## config.mk

```make
export PLATFORM = sky130hd
export DESIGN_NAME = line_deserializer
export DESIGN_NICKNAME = d
export VERILOG_FILES = /design/src/rtl/line_deserializer.sv
export SDC_FILE = /design/constraint.sdc
export NUM_CORES = 1
export LEC_CHECK = 0
export BUFFER_PORTS_ARGS = -buffer_cell sky130_fd_sc_hd__buf_2
export CAP_MARGIN = 30
export CORE_ASPECT_RATIO = 1.4
export CORE_UTILIZATION = 47
export CTS_CLUSTER_SIZE = 28
export DETAILED_ROUTE_END_ITERATION = 8
export PLACE_DENSITY = 0.76
export SLEW_MARGIN = 20
export SYNTH_ARGS = -nofsm -noshare
export SYNTH_HDL_FRONTEND = slang
export SYNTH_SLANG_ARGS = --single-unit
```

## constraint.sdc

```tcl
create_clock -name clk -period 2.7 [get_ports clk]
set_input_delay 0.54 -clock clk [delete_from_list [all_inputs] [get_ports clk]]
set_output_delay 0.54 -clock clk [all_outputs]
set_load 0.1 [all_outputs]
```

## src/rtl/line_deserializer.sv

```systemverilog
// rtl/line_deserializer.sv - assembles WORDS memory words into one cache line with valid/ready output
// Optional critical-word-first fill enabled by defining DESER_CWF_EN.
module line_deserializer #(
   parameter int WORD_W = 32,
   parameter int WORDS  = 8
) (
   input  logic                      clk,
   input  logic                      rst_n,
   input  logic [WORD_W-1:0]         in_data,
   input  logic                      in_valid,
   output logic                      in_ready,
   input  logic                      flush,
`ifdef DESER_CWF_EN
   input  logic [$clog2(WORDS)-1:0]  start_idx,
   output logic                      crit_valid,
`endif
   output logic [WORDS*WORD_W-1:0]   line_data,
   output logic                      line_valid,
   input  logic                      line_ready,
   output logic [$clog2(WORDS):0]    fill_count
);

   localparam int IW = $clog2(WORDS);
   localparam int CW = IW + 1;
   localparam logic [CW-1:0] LAST_CNT = CW'(WORDS - 1);

   typedef enum logic [1:0] {S_IDLE, S_FILL, S_FULL} state_e;

   state_e                  state_q, state_d;
   logic [IW-1:0]           idx_q, idx_d;
   logic [IW-1:0]           base_idx, wr_idx;
   logic [CW-1:0]           cnt_q, cnt_d;
   logic [WORDS*WORD_W-1:0] line_q, line_d;
   logic                    valid_q, valid_d;
   logic                    crit_q, crit_d;
   logic                    accept;

`ifdef DESER_CWF_EN
   assign base_idx   = start_idx;
   assign crit_valid = crit_q;
`else
   assign base_idx   = '0;
`endif

   assign in_ready   = rst_n && (state_q != S_FULL);
   assign accept     = in_valid && in_ready;
   // Only the accept leaving IDLE takes its slot from the base index.
   assign wr_idx     = (state_q == S_IDLE) ? base_idx : idx_q;
   assign line_data  = line_q;
   assign line_valid = valid_q;
   assign fill_count = cnt_q;

   always_comb begin
      state_d = state_q;
      idx_d   = idx_q;
      cnt_d   = cnt_q;
      line_d  = line_q;
      valid_d = valid_q;
      crit_d  = 1'b0;
      if (flush) begin
         state_d = S_IDLE;
         idx_d   = '0;
         cnt_d   = '0;
         valid_d = 1'b0;
      end else begin
         unique case (state_q)
            S_IDLE: begin
               if (accept) begin
                  line_d[wr_idx*WORD_W +: WORD_W] = in_data;
                  idx_d   = wr_idx + IW'(1);
                  cnt_d   = CW'(1);
                  crit_d  = 1'b1;
                  state_d = S_FILL;
               end
            end
            S_FILL: begin
               if (accept) begin
                  line_d[wr_idx*WORD_W +: WORD_W] = in_data;
                  idx_d = wr_idx + IW'(1);
                  cnt_d = cnt_q + CW'(1);
                  if (cnt_q == LAST_CNT) begin
                     state_d = S_FULL;
                     valid_d = 1'b1;
                  end
               end
            end
            S_FULL: begin
               if (valid_q && line_ready) begin
                  state_d = S_IDLE;
                  idx_d   = '0;
                  cnt_d   = '0;
                  valid_d = 1'b0;
               end
            end
            default: state_d = S_IDLE;
         endcase
      end
   end

   always_ff @(posedge clk) begin
      if (!rst_n) begin
         state_q <= S_IDLE;
         idx_q   <= '0;
         cnt_q   <= '0;
         line_q  <= '0;
         valid_q <= 1'b0;
         crit_q  <= 1'b0;
      end else begin
         state_q <= state_d;
         idx_q   <= idx_d;
         cnt_q   <= cnt_d;
         line_q  <= line_d;
         valid_q <= valid_d;
         crit_q  <= crit_d;
      end
   end

endmodule

```

Word-level counts from Yosys, hierarchy flattened
Cells that the tools add are included.
- register bits: 266
- bits of input ports: 37
- word-level logic and storage cells: 53
- add/sub/neg operators: 3
- eq/ne operators: 9
- shift-type cells: 2
- mux-type cells: 18
- bitwise operators: 2
- reduce and logical (&&, ||, !) cells: 14
- operators with widths (operator ; number):
    bitwise mux 256 bit ; 1
    variable shift 32 x 34 -> 256 bit, first input constant ; 1
    indexed part select 32 x 34 -> 256 bit ; 1
    negation 8 -> 34 bit ; 1
    2-to-1 mux 4 bit ; 3
    one-hot mux 4 bit (3 select lines) ; 1
    AND reduction 4 bit ; 3
    != test 2 bit, second input constant ; 5
    2-to-1 mux 3 bit ; 3
    2-to-1 mux 2 bit ; 4
    one-hot mux 2 bit (3 select lines) ; 1
    one-hot mux 3 bit (2 select lines) ; 1
    AND reduction 3 bit ; 2
    adder 4 x 1 -> 4 bit, second input constant ; 1
    equality test 4 x 3 -> 1 bit, second input constant ; 1
    nonzero test 2 bit ; 2
    OR reduction 2 bit ; 2
    adder 3 x 1 -> 3 bit, second input constant ; 1
    logical AND 1 bit ; 3
    2-to-1 mux 1 bit ; 3
    nonzero test 3 bit ; 1
    equality test 2 x 1 -> 1 bit, second input constant ; 1
    equality test 2 bit, second input constant ; 1
    logical NOT 2 bit ; 1
    other kinds (3) ; 4

Logic depth before layout (Yosys ltp)
- word-level depth: 5
- gate-level depth with buffers: 12
- mapped depth without buffers: 9

Least setup slack after synthesis
No wires, ideal clock.
- path type: reg-to-reg
- start point: reg state_q[0]
- end point: reg line_q[162], in the netlist line_data[162]
- library setup time: 120 ps
- arrival time: 2574 ps
- data required time: 2580 ps
- path slack: 6 ps
- cell stages (with the launch flop): 12
- path buffers: 2
- clock period less this slack: 2694 ps
- path through: dfxtp_1 -> inv_1 -> ha_1 -> buf_2 -> nand2b_1 -> ha_1 -> ha_1 -> or3b_1 -> nor3_4 -> buf_6 -> mux2i_1 -> nor2b_1
- longest elaborated chain between the ends: 5
- elaborated cells on any way between the ends: 12
- classes of those cells: add/sub: 1; eq/ne: 2; shift: 2; mux: 2; reduce/logical: 5
- ends and longest elaborated chain (item ; RTL line ; text):
    start: declaration ; 29 ; state_e state_q, state_d;
    start signal: assignment ; 109 ; state_q <= state_d;
    logical NOT 2 bit ; 48, 66 ;
    2-to-1 mux 3 bit ; 48 ; assign wr_idx = (state_q == S_IDLE) ? base_idx : idx_q;
    negation 8 -> 34 bit ; 69, 78 ;
    indexed part select 32 x 34 -> 256 bit or variable shift 32 x 34 -> 256 bit (tied branches) ; 69, 78 ;
    bitwise mux 256 bit ; 69, 78 ;
    end signal: assignment ; 112 ; line_q <= line_d;
    end: declaration ; 33 ; logic [WORDS*WORD_W-1:0] line_q, line_d;
Several ways; a longest one is shown, not always the timed one.
A chain may end at the register's enable or synchronous reset.

Final worst setup path
- start point: reg state_q[0]
- end point: reg line_q[101], in the netlist line_data[101]
The elaborated chain is that of the path after synthesis.

==> reports/qor.yml <==
placedInstanceArea_um2: 12300
synth_cell_type_count: 41
fin_area_um2: 13500
drive_above_1_share_pct: 27.6
run_status: "finished clean"
routed_wl_um: 31800
r2r-end: "line_data[101]"
hold_violations: 0
wl_per_cell_um: 18.3
place_congestion: 0.912
ir_worst_vdd_uv: 530
die-area_um2: 22900
grt_pass1_wl_um: 46200
pin_count: 299
fin_setup_tns_ns: 0
cts.clk_slew.worst_paths_ns: 0.06
post-route-util_pct: 61.8
path_max_fanout: 8
initial_core_util_pct: 47.8
regToRegSetupSlack_ns: 0.08
max_slew_margin_pct: 37.4
mostFrequentLayoutCell: "nand2_1"
postRouteAntennaNets: 0
synth_edf_count: 0
p_leak_uw: 0.00561
yosysSeqAreaShare_pct: 50.9
clock_latency_ns: 0.53
slew_viol_final: 0
coreArea_um2: 21900
die_h_um: 178
r2r_cells: 12
final_nets: 1470
final_cell_mix: "nand2_1, buf_2, dfxtp_1, mux2i_1, a21boi_0"
cts_made_buffers: 26
grt_max_degree: 206
dp_slack_ns: -0.0136
endpoint: "line_data[101]"
worst_pin_slew_ns: 0.940
grt_antenna_before_repair: 0
synth_nets: 1187
root_buffer: "clkbuf_16"
yosys_register_bits: 266
cts.sinks: 266
startpoint: "state_q[0]"
syn_area_per_cell_um2: 9.16
drtPass1Iterations: 5
fillers: 1901
syn_area_um2: 10500
reg2reg_from: "state_q[0]"
max_freq_mhz: 381
drc: 0
grtUsageTotal_pct: 26.1
dp_hpwl_um: 20800
drtIter0Drc: 478
setup_ws_ns: 0.0768
required_ns: 3.15
synthFlopType: "dfxtp_1"
path_class: "reg -> reg"
drv_cap: 0
cts_tree: "yes"
num_rows: 64
area_delta_synth_final_pct: 29.2
synthArstFlopShare_pct: 0
grt.overflow.total: 0
io_buffers: 298
finalSetupViolCount: 0
grt_pass1_vias: 8478
routed_via_density: 5.17
hp-class: "in -> reg"
period_share_pct: 97.2
diodes: 0
num_vias: 8985
arrival_ns: 3.07
clk_path_buf_depth: 3
die_w_um: 128
worst_setup_path_start_kind: "flip-flop"
skew_ns: 0.0132
htree_levels: 1
yosys_warnings: 0
p_per_area_nw_per_um2: 617
synth_cells: 1141
critPathCaptureType: "flip-flop"
min_period_ns: 2.62
-- registers in the layout, indices dropped and copies added, names as in the netlist --
name and count:
line_valid 1, idx_q 3, line_data 256, fill_count 4, state_q 2
-- Yosys cell counts (6+ instances only) --
library cell	n	area [um2]
nor2b_1	36	225
o21ai_0	6	30.0
nand2_1	365	1370
a21boi_1	22	165
nor3_1	6	30.0
clkbuf_1	46	173
inv_1	19	71.3
a21boi_0	64	480
a21oi_1	6	30.0
mux2i_1	162	1620
nor2_1	12	45.0
nand3_1	48	240
ha_1	9	113
buf_4	13	97.6
buf_2	19	95.1
dfxtp_1	266	5330
-- final cells by class --
cell class / instances / area, um2 / share of cell area (%)
well taps: 297 / 372 / 2.75
clock buffers: 38 / 777 / 5.75
clock inverters: 8 / 140 / 1.04
repair buffers: 337 / 2060 / 15.2
inverters: 19 / 71.3 / 0.528
flip-flops and latches: 266 / 5330 / 39.4
multi-input cells: 774 / 4760 / 35.3
-- per-stage QoR --
stage	hold WS, ns	power, uW	instances
after floorplan	0.475	4370	1141
after global placement	0.438	4530	1681
after detailed placement	0.445	4540	1681
after CTS	0.202	8380	1727
after global routing	0.215	8570	1739
final	0.227	8330	1739
-- cell families after synthesis --
| logic type | synth area share, % |
|---|---|
| DFF | 50.9 |
| buffers and inverters | 4.54 |
| muxes | 15.5 |
| AOI/OAI and AO/OA | 7.85 |
| adders and majority gates | 1.08 |
| and+or+nand+nor | 20.1 |
-- repair_timing --
item / in CTS / in global routing
hold endpoints to repair: 0 / 0
setup endpoints to repair: 6 / 141
resized for setup: 0 / 16
pin swaps: 0 / 3
buffers inserted: 0 / 4
gates cloned: 0 / 7
hold buffers: 0 / 0
-- metal layers --
metal	vias to the layer above	track usage, %	part of all wire, %
met5	-	0	0
met4	0	11.6	3.7
met3	72	4.02	5.3
met2	295	47.5	52
met1	4310	29.9	39
li1	4308	-	-
-- how the worst min path moves through the flow --
stage / from / end / slack (ns) / cells after the start
3_3_place_gp: line_data[120] / line_data[120] / 0.44 / 2
4_1_cts: line_ready / line_valid / 0.20 / 2
5_1_grt: line_ready / line_valid / 0.21 / 2
3_5_place_dp: line_data[102] / line_data[102] / 0.45 / 2
6_report: line_ready / line_valid / 0.23 / 2
2_1_floorplan: idx_q[1] / idx_q[1] / 0.48 / 2
-- critical path: stages (launching register included) --
cell	delay, ns
dfxtp_1	0.33
inv_1	0.07
ha_1	0.23
nand2b_4	0.16
ha_2	0.20
ha_4	0.28
or3b_1	0.35
buf_4	0.17
nor3_4	0.19
buf_4	0.17
buf_6	0.18
nand2_1	0.07
a21boi_0	0.14
-- power breakdown --
group          total, uW  switching, uW  internal [uW]  leakage (uW)
Combinational        504            385            119       0.00301
Clock               3860           1500           2370      0.000454
Sequential          3960           13.5           3950       0.00214
Note: power is estimated with default switching activity, not from simulation.
